<file path="config.mk">
export PLATFORM = sky130hd
export DESIGN_NAME = fetch_stage
export DESIGN_NICKNAME = d
export VERILOG_FILES = /design/src/rtl/legv8_pkg.sv /design/src/rtl/fetch_pc_next.sv /design/src/rtl/fetch_stage.sv
export SDC_FILE = /design/constraint.sdc
export NUM_CORES = 1
export LEC_CHECK = 0
export ABC_AREA = 0
export ABC_CLOCK_PERIOD_IN_PS = 8700
export CORE_AREA = 2 2 142 248
export DETAILED_ROUTE_END_ITERATION = 7
export DIE_AREA = 0 0 144 250
export PLACE_DENSITY = 0.79
export SYNTH_ARGS = -nofsm -noshare
export SYNTH_HDL_FRONTEND = slang
export SYNTH_HIERARCHICAL = 1
export SYNTH_SLANG_ARGS = --single-unit
</file>
<file path="constraint.sdc">
create_clock -name clk -period 8.7 [get_ports clk]
set_input_delay 1.305 -clock clk [delete_from_list [all_inputs] [get_ports clk]]
set_output_delay 1.305 -clock clk [all_outputs]
set_load 0.01 [all_outputs]
</file>
<file path="src/rtl/legv8_pkg.sv">
// Shared LEGv8 pipeline definitions: instruction field widths, the B opcode and the fetch FSM states.
package legv8_pkg;

  localparam int INSTR_W  = 32;
  localparam int OPCODE_W = 11;

  localparam logic [5:0] OP_B = 6'b000101;

  typedef enum logic [1:0] {
    ST_IDLE    = 2'd0,
    ST_FETCH   = 2'd1,
    ST_HOLD    = 2'd2,
    ST_DISCARD = 2'd3
  } fetch_state_e;

endpackage

</file>
<file path="src/rtl/fetch_pc_next.sv">
// Next-PC computation for the fetch stage: sequential pc+4, or the unconditional B target
// when FETCH_EARLY_B_EN is defined.
module fetch_pc_next
  import legv8_pkg::*;
#(
  parameter int PC_WIDTH = 64
) (
  input  logic [PC_WIDTH-1:0] pc,
  input  logic [INSTR_W-1:0]  instr,
  output logic [PC_WIDTH-1:0] pc_next
);

  logic [PC_WIDTH-1:0] pc_seq;

  assign pc_seq = pc + PC_WIDTH'(4);

`ifdef FETCH_EARLY_B_EN
  logic signed [PC_WIDTH-1:0] b_off;

  // imm26 is a word offset: sign-extend and scale to bytes
  assign b_off   = {{(PC_WIDTH-28){instr[25]}}, instr[25:0], 2'b00};
  assign pc_next = (instr[31:26] == OP_B) ? pc + $unsigned(b_off) : pc_seq;
`else
  logic unused_instr;

  assign unused_instr = ^instr;
  assign pc_next      = pc_seq;
`endif

endmodule

</file>
<file path="src/rtl/fetch_stage.sv">
// LEGv8 instruction fetch stage: PC, imem request/ack handshake, one-entry skid buffer and IF/ID.
// Optional early B resolution is enabled with the FETCH_EARLY_B_EN macro.
module fetch_stage
  import legv8_pkg::*;
#(
  parameter int                   PC_WIDTH = 64,
  parameter logic [PC_WIDTH-1:0]  RESET_PC = '0
) (
  input  logic                 clk,
  input  logic                 rst,
  output logic                 imem_req,
  output logic [PC_WIDTH-1:0]  imem_addr,
  input  logic                 imem_ack,
  input  logic [INSTR_W-1:0]   imem_rdata,
  input  logic                 stall,
  input  logic                 branch_taken,
  input  logic [PC_WIDTH-1:0]  branch_target,
  output logic                 if_id_valid,
  output logic [PC_WIDTH-1:0]  if_id_pc,
  output logic [INSTR_W-1:0]   if_id_instr,
  output logic [OPCODE_W-1:0]  if_id_opcode
);

  fetch_state_e          state;
  logic [PC_WIDTH-1:0]   pc;
  logic [PC_WIDTH-1:0]   pc_next;
  logic [PC_WIDTH-1:0]   target;
  logic [INSTR_W-1:0]    skid_instr;
  logic [PC_WIDTH-1:0]   skid_pc;
  logic                  fire;
  logic                  if_id_free;

  assign fire       = imem_req & imem_ack;
  assign if_id_free = !stall || !if_id_valid;
  assign target     = branch_target & ~PC_WIDTH'(3);

  fetch_pc_next #(
    .PC_WIDTH (PC_WIDTH)
  ) u_pc_next (
    .pc      (pc),
    .instr   (imem_rdata),
    .pc_next (pc_next)
  );

  always_ff @(posedge clk) begin
    if (rst) begin
      state        <= ST_IDLE;
      pc           <= RESET_PC;
      imem_req     <= 1'b0;
      imem_addr    <= RESET_PC;
      if_id_valid  <= 1'b0;
      if_id_pc     <= '0;
      if_id_instr  <= '0;
      if_id_opcode <= '0;
    end else if (branch_taken) begin
      pc          <= target;
      if_id_valid <= 1'b0;
      // An unacked request must finish at its original address before the target goes out
      if (imem_req && !imem_ack) begin
        state <= ST_DISCARD;
      end else begin
        state     <= ST_FETCH;
        imem_req  <= 1'b1;
        imem_addr <= target;
      end
    end else begin
      case (state)
        ST_IDLE: begin
          state     <= ST_FETCH;
          imem_req  <= 1'b1;
          imem_addr <= pc;
        end
        ST_FETCH: begin
          if (fire) begin
            pc        <= pc_next;
            imem_addr <= pc_next;
            if (if_id_free) begin
              if_id_valid  <= 1'b1;
              if_id_pc     <= pc;
              if_id_instr  <= imem_rdata;
              if_id_opcode <= imem_rdata[31:21];
            end else begin
              state    <= ST_HOLD;
              imem_req <= 1'b0;
            end
          end else if (!stall) begin
            if_id_valid <= 1'b0;
          end
        end
        ST_HOLD: begin
          if (!stall) begin
            state        <= ST_FETCH;
            imem_req     <= 1'b1;
            if_id_valid  <= 1'b1;
            if_id_pc     <= skid_pc;
            if_id_instr  <= skid_instr;
            if_id_opcode <= skid_instr[31:21];
          end
        end
        ST_DISCARD: begin
          if (!stall) if_id_valid <= 1'b0;
          if (fire) begin
            state     <= ST_FETCH;
            imem_addr <= pc;
          end
        end
        default: state <= ST_IDLE;
      endcase
    end
  end

  // Skid data carries no reset; it is only read in HOLD, which is entered together with this write
  always_ff @(posedge clk) begin
    if (state == ST_FETCH && fire && !if_id_free) begin
      skid_instr <= imem_rdata;
      skid_pc    <= pc;
    end
  end

endmodule

</file>
==> results of run 1 <==
==> worst max-delay path, stage by stage <==
cell and delay [ps]:
sky130_fd_sc_hd__clkdlybuf4s50_1 610, sky130_fd_sc_hd__nand2_1 150, sky130_fd_sc_hd__o21ai_4 860, sky130_fd_sc_hd__and2_4 570, sky130_fd_sc_hd__buf_4 720, sky130_fd_sc_hd__a211oi_1 220
==> synth_stat cells, types with 25 or more instances <==
library cell and instances:
sky130_fd_sc_hd__a211oi_1 159, sky130_fd_sc_hd__nor2b_1 61, sky130_fd_sc_hd__buf_2 28, sky130_fd_sc_hd__clkbuf_1 87, sky130_fd_sc_hd__edfxtp_1 96, sky130_fd_sc_hd__nor2_1 50
sky130_fd_sc_hd__and2_1 25, sky130_fd_sc_hd__a21oi_1 163, sky130_fd_sc_hd__nand2_1 197, sky130_fd_sc_hd__nor3_1 36, sky130_fd_sc_hd__xor2_1 36, sky130_fd_sc_hd__or3_1 43
sky130_fd_sc_hd__dfxtp_1 228, sky130_fd_sc_hd__mux2i_1 102
==> cell type report <==
type | instances | area share, %
flip-flops and latches | 324 | 39.4
multi-input cells | 1084 | 37.0
repair buffers | 287 | 15.0
clock buffers | 42 | 4.81
well taps | 460 | 3.04
clock inverters | 12 | 0.470
inverters | 15 | 0.298
==> logic make-up (layout without fill, tap and decap cells) <==
family                     after synthesis  count (layout)  synth area share [%]
buffers and inverters                  161             356                  4.67
AOI/OAI and AO/OA                      396             396                  17.1
and+or+nand+nor                        497             497                  16.4
xor gates and xnor gates                60              60                  3.48
adders and majority gates                7               7                 0.580
DFF                                    324             324                  49.3
muxes                                  124             124                  8.41
==> layer usage <==
metal	global-route usage, %	up-vias
met2	42.9	538
met4	12.9	2
met1	26.7	6191
li1	-	6020
met5	0	-
met3	3.09	126
==> flip-flops by register name, summed over array words and instances (netlist names) <==
name         flops
if_id_instr     32
if_id_pc        64
if_id_valid      1
imem_addr       64
imem_req         1
pc              64
skid_instr      32
skid_pc         64
state            2
==> where the power goes <==
group          switching, mW  internal [mW]
sequential             0.105           1.67
clock                  0.589          0.756
combinational          0.449          0.399
==> final timing paths <==
check                   end           from  cells past startpoint  slack [ps]
max reg2reg   imem_addr[59]         pc[34]                      8        5170
max          if_id_instr[5]       imem_ack                      6        4570
min reg2reg   imem_addr[47]  imem_addr[47]                      2         450
min           imem_addr[47]  imem_addr[47]                      2         450
==> metrics by stage <==
step	setup slack, ps	area, sq um	power, mW
6_report	4570	18900	3.97
3_5_place_dp	4040	17900	2.65
4_1_cts	4610	18900	3.99
5_1_grt	4400	18900	4.13
3_3_place_gp	4150	17900	2.63
2_1_floorplan	2540	15100	2.27
==> impl_summary.md, run 1 <==
Status
The run finished with clean final reports.

Synthesis
The area share of the largest cell type after synthesis is 30.2%. The netlist area before placement is 15100 sq um. The unique cell type count in the Yosys netlist is 48. After synthesis, the cell types taking the most area are sky130_fd_sc_hd__dfxtp_1 30%, sky130_fd_sc_hd__edfxtp_1 19%, sky130_fd_sc_hd__a211oi_1 7.9%. When the netlist entered floorplanning its net count stood at 1677. The most used flip-flop cell after synthesis is sky130_fd_sc_hd__dfxtp_1. The number of synthesized register bits is 324. Dividing the synthesized area by the synthesized cell count gives 9.62 sq um.

The number of enable-type register cells in the synthesized netlist is 96. The cell count after synthesis came out at 1569. The number of synthesis warnings is 6. Summing the sequential cell areas from Yosys gives 49.3% of the chip area. The async set or reset register ratio after synthesis is 0%. The biggest area contributor in the post-synthesis netlist is sky130_fd_sc_hd__dfxtp_1.

Min path
The classification of the worst-slack hold path is reg -> reg.

Clock tree
The number of H-tree levels is 1. The CTS tree is done. The number of clock sinks is 324. The number of gates resized after CTS was 0. Buffers added to address setup during post-CTS repair amount to 0.

The root buffer cell is sky130_fd_sc_hd__clkbuf_16. The total of hold buffers inserted after clock tree synthesis is 0. The clock-pin slew on the worst setup and hold paths is 60 ps. The number of buffers added by the clock tree synthesis step is 31. The later pin in the worst-skew pair is clocked with a latency of 580 ps.

No sink is reached through more buffers than the 3 on the longest clock path.

Route
The mean routed wirelength per cell is 19.8 um. Dividing the detail-routed via count by the number of cells gives 5.79. The met1 wire length is 16.4 mm. In this run the remaining antenna-violating nets after routing total 0.

The first-pass iteration count of the detailed router is 5. Summed over all nets, wire length on met3 after detailed routing comes to 2.63 mm. The first routing iteration left 778 violations. The highest layer used for signal routing is met5. The routed wire length is 44.0 mm. The met2 wire length is 22.8 mm. The detailed router placed 12877 vias in this run. In the routed design, unresolved DRC markers number 0.

Die
The die covers 36000 sq um. The horizontal die dimension is 144 um. The count of standard-cell rows is 90. The floorplan step set the die height to 250 um. In this run the standard cell core region covers 34100 sq um.

The effective utilization at floorplan is 44.2%. Pin placement for this block handled 274 I/O pins.

Timing
The transition time of the tightest slew-check pin is 1330 ps. The worst-case clock skew is 12.3 ps. The hold violation count in the final report is 0. The tightest hold path in the finished design has a slack of 448 ps. Setup repair after global routing left no endpoint under its margin. Dividing the final minimum period by the clock period gives 47.5%. In the final timing run, aggregate negative setup slack is 0 ps.

The worst path needs 4130 ps of the cycle, external delays included. Setup violations remaining at the end of the flow were counted as 0. Headroom to the max-slew limit came out at 11.3%. The fmax is 0.242 GHz. The max-slew violation total from the final report is 0.

Global route
Entering global routing, the biggest net connects 101 pins. The number of global-route vias before repair was 12832. The number of antenna violations at the first check in global routing is 1.

The global routing usage summed across all routing layers is 23.8%. The first-pass GRT wire length is 68.4 mm. After global routing the overflow that remains totals 0.

Placed design
Buffers placed on the I/O ports in this run total 271. Summed over all nets, the half-perimeter wirelength after detailed placement is 27.4 mm. The routability congestion estimate is 0.795. After detailed placement, the design holds a cell count of 2170.

Final layout
The final layout contains 1851 nets. The fraction of final layout cells with drive strength greater than 1 is 6.24%. Once layout is complete, the utilization of the core stands at 55.4%. The multi-input combinational cells in the finished layout cover a total of 7000 sq um.

The antenna diode count is 0. The finished layout holds 2224 standard cells, fillers aside. The library cells used most frequently in the layout, excluding fill and tap cells, are 269 x sky130_fd_sc_hd__clkdlybuf4s50_1, 228 x sky130_fd_sc_hd__dfxtp_1, 197 x sky130_fd_sc_hd__nand2_1. The most common cell after layout, fill and taps aside is sky130_fd_sc_hd__clkdlybuf4s50_1. The signed area change from the synthesized netlist to the final layout is 25.3%.

The filler cells instantiated in the layout total 2993. The sequential cell area is 7450 sq um.

Power
IR analysis of the VDD net gives a maximum drop of 0.000156 V. The leakage dissipation is 6.30 nW. The power per cell area is 210 nW/um^2.

Critical path
The data arrival time of the critical path is 4540 ps. Of all nets on the critical path, the largest fanout is 66. The type of the worst setup path is in -> reg. The required arrival time at the worst endpoint is 9100 ps.

The worst setup path is launched from an input port. The worst setup path is captured at a flop.

Run
Across the run, the number of max-cap violations was 0.
Power figures use the tool's default switching activity.
==> run 2: changes to the inputs <==
--- a/config.mk
+++ b/config.mk
@@ -6,11 +6,11 @@
 export NUM_CORES = 1
 export LEC_CHECK = 0
 export ABC_AREA = 0
-export ABC_CLOCK_PERIOD_IN_PS = 8700
+export ABC_CLOCK_PERIOD_IN_PS = 3500
 export CORE_AREA = 2 2 142 248
 export DETAILED_ROUTE_END_ITERATION = 7
 export DIE_AREA = 0 0 144 250
-export PLACE_DENSITY = 0.79
+export PLACE_DENSITY = 0.82
 export SYNTH_ARGS = -nofsm -noshare
 export SYNTH_HDL_FRONTEND = slang
 export SYNTH_HIERARCHICAL = 1
==> constraint.sdc (replaced) <==
create_clock -name clk -period 3.5 [get_ports clk]
set_input_delay 0.525 -clock clk [delete_from_list [all_inputs] [get_ports clk]]
set_output_delay 0.525 -clock clk [all_outputs]
set_load 0.01 [all_outputs]
==> run 2 against run 1 <==
Effect of this change: sequential share of layout area shrank 0.36 points; global-route usage shrank 0.31 points; non-clock buffer count is 13 higher; critical path depth increased by 3; worst setup slack got worse by 4300 ps; power grew 150%; largest power group unchanged; critical path type is now reg -> reg.
==> impl_summary.md, run 2 (same netlist as run 1, synthesis figures left out) <==
Power
The power per cell area is 516 nW/um^2. Power comes to 9.85 mW. Across the VDD grid, the largest voltage drop is 0.000333 V.

The leakage dissipation is 6.39 nW.

Timing
The minimum setup slack in the final design is 256 ps. Between clock sinks in the finished design, the worst skew comes to 27.4 ps. The worst path uses 92.7% of the clock period. The fmax is 0.308 GHz. Setup repair after global routing left no endpoint under its margin. Setup violations remaining at the end of the flow were counted as 0. The clock period could shrink to 3240 ps. The hold violation count in the final report is 0. The transition time of the tightest slew-check pin is 818 ps. In the final timing run, aggregate negative setup slack is 0 ps. The remaining max-slew budget at the tightest pin is 45.5%.

The max-slew violation total from the final report is 0.

Run
The tool flagged a number of max-cap violations equal to 0.

Global route
After global routing the overflow that remains totals 0. Entering global routing, the biggest net connects 147 pins. The number of antenna violations at the first check in global routing is 1. The number of global-route vias before repair was 12670. For this run, the total global-route usage over all layers was measured as 23.5%. The first-pass GRT wire length is 67.5 mm.

Placed design
The placed instance count is 2183. After legalization and detailed placement, the total HPWL measured 28.2 mm. The worst setup timing slack at the placement stage is 335 ps. At the end of routability-driven placement, the weighted congestion stood at 0.850.

The count of buffers inserted at the top-level ports is 271.

Die
For this configuration, the core starts out at a cell density of 44.2%. The total die area is 36000 sq um. 274 I/O pins were placed. The count of standard-cell rows is 90.

The horizontal die dimension is 144 um. The floorplan die height is 250 um. The floorplan step defined a core boundary enclosing 34100 sq um.

Final layout
The number of standard cells in the layout, taps in and fillers out is 2239. The final-stage net count is 1863. The signed area change from the synthesized netlist to the final layout is 26.4%. The library cell used most frequently in the layout, excluding fill and tap cells, is sky130_fd_sc_hd__clkdlybuf4s50_1.

The top cell types in the final layout, fill and taps aside, are 269 x sky130_fd_sc_hd__clkdlybuf4s50_1, 228 x sky130_fd_sc_hd__dfxtp_1, 197 x sky130_fd_sc_hd__nand2_1. The fraction of final layout cells with drive strength greater than 1 is 6.97%. Cells fill 55.9% of the core in the end. The antenna diode count is 0.

Critical path
For the worst setup path, the data arrival time is 3760 ps. The required arrival time at the worst endpoint is 4010 ps. The worst setup path is launched from a flop. The type of the worst setup path is reg -> reg.

The worst reg2reg path startpoint is pc[3]. In this run the worst path has a maximum fanout of 9. The launching instance or port of the critical path is pc[3]. STA classifies the critical path endpoint as a flop.

Clock tree
No sink is reached through more buffers than the 3 on the longest clock path. The clock-pin slew on the worst setup and hold paths is 70 ps. Gates resized during post-CTS repair numbered 0. The CTS tree is done. The number of clock sinks is 324. The tree is rooted in a sky130_fd_sc_hd__clkbuf_16. The clock latency at the later pin of the worst-skew pair is 580 ps. Post-CTS timing repair inserted 0 buffers for setup. For this design, the CTS-stage hold fixing added 0 buffers. CTS built an H-tree with a depth of 1. The number of buffers added by the clock tree synthesis step is 30.

Min path
In this run the most critical hold path is launched from rst. In this run the worst hold path is classified as in -> reg.

Route
Dividing the detail-routed via count by the number of cells gives 5.73. The violation count after the first detailed-routing iteration is 680. Once detail routing completed, the nets flagged for antenna violations numbered 0. The final layout contains routed wiring with a total length of 43.7 mm. The number of remaining DRC errors is 0. The mean routed wirelength per cell is 19.5 um. The total vias in the final route is 12839. The first-pass iteration count of the detailed router is 7.

Status
The flow ran to the end, and the final reports show no timing, DRC or antenna violations.
==> run 2: cell count changes in the layout (fill, tap and decap cells not counted) <==
| cell | delta |
|---|---|
| sky130_fd_sc_hd__buf_12 | +7 |
| sky130_fd_sc_hd__buf_4 | +6 |
| sky130_fd_sc_hd__clkbuf_1 | +3 |
| sky130_fd_sc_hd__clkbuf_8 | +2 |
| sky130_fd_sc_hd__clkinv_1 | -2 |
| sky130_fd_sc_hd__bufinv_16 | -1 |
| sky130_fd_sc_hd__clkbuf_16 | -1 |
| sky130_fd_sc_hd__clkinv_2 | +1 |
| sky130_fd_sc_hd__clkinv_8 | +1 |
| sky130_fd_sc_hd__inv_6 | -1 |
==> run 2: stage by stage <==
| step | hold slack (ps) | area, sq um |
|---|---|---|
| floorplan | 465 | 15100 |
| global placement | 439 | 18100 |
| finish | 374 | 19100 |
| CTS | 364 | 19100 |
| detailed placement | 445 | 18100 |
| global route | 390 | 19100 |
==> run 2: routing by layer <==
| metal | track usage, % | wire length (um) | part of all wire [%] | vias to the layer above |
|---|---|---|---|---|
| met3 | 2.69 | 2420 | 5.5 | 117 |
| met5 | 0 | 11 | 0.025 | - |
| met4 | 13.1 | 2400 | 5.5 | 2 |
| met1 | 27.5 | 16700 | 38 | 6183 |
| met2 | 41.1 | 22200 | 51 | 481 |
| li1 | - | - | - | 6056 |
==> run 2: area by class of cell <==
type	count	area [sq um]
multi-input cells	1084	7000
inverters	15	56.3
clock inverters	10	63.8
fillers	2872	15000
flip-flops and latches	324	7450
well taps	460	576
repair buffers	300	3020
clock buffers	46	923
==> run 2: critical path, stage by stage (launching register included) <==
cell and delay (ps):
sky130_fd_sc_hd__dfxtp_1 480, sky130_fd_sc_hd__ha_1 250, sky130_fd_sc_hd__nand3_1 170, sky130_fd_sc_hd__or2_2 440
sky130_fd_sc_hd__or4_1 800, sky130_fd_sc_hd__nor2_1 260, sky130_fd_sc_hd__xor2_1 200, sky130_fd_sc_hd__a211oi_1 90
sky130_fd_sc_hd__or3_1 330, sky130_fd_sc_hd__a21oi_1 150
==> run 2: power breakdown <==
group,switching [mW],internal [mW]
logic,1.13,1.03
clock network,1.46,1.82
registers,0.255,4.16
==> run 2: worst paths after layout <==
check                                endpoint  slack (ps)  cells past startpoint
worst min-delay path            imem_addr[53]         370                      2
worst min register to register  imem_addr[49]         450                      2
worst max-delay path            imem_addr[48]         260                      9
worst max register to register  imem_addr[48]         260                      9
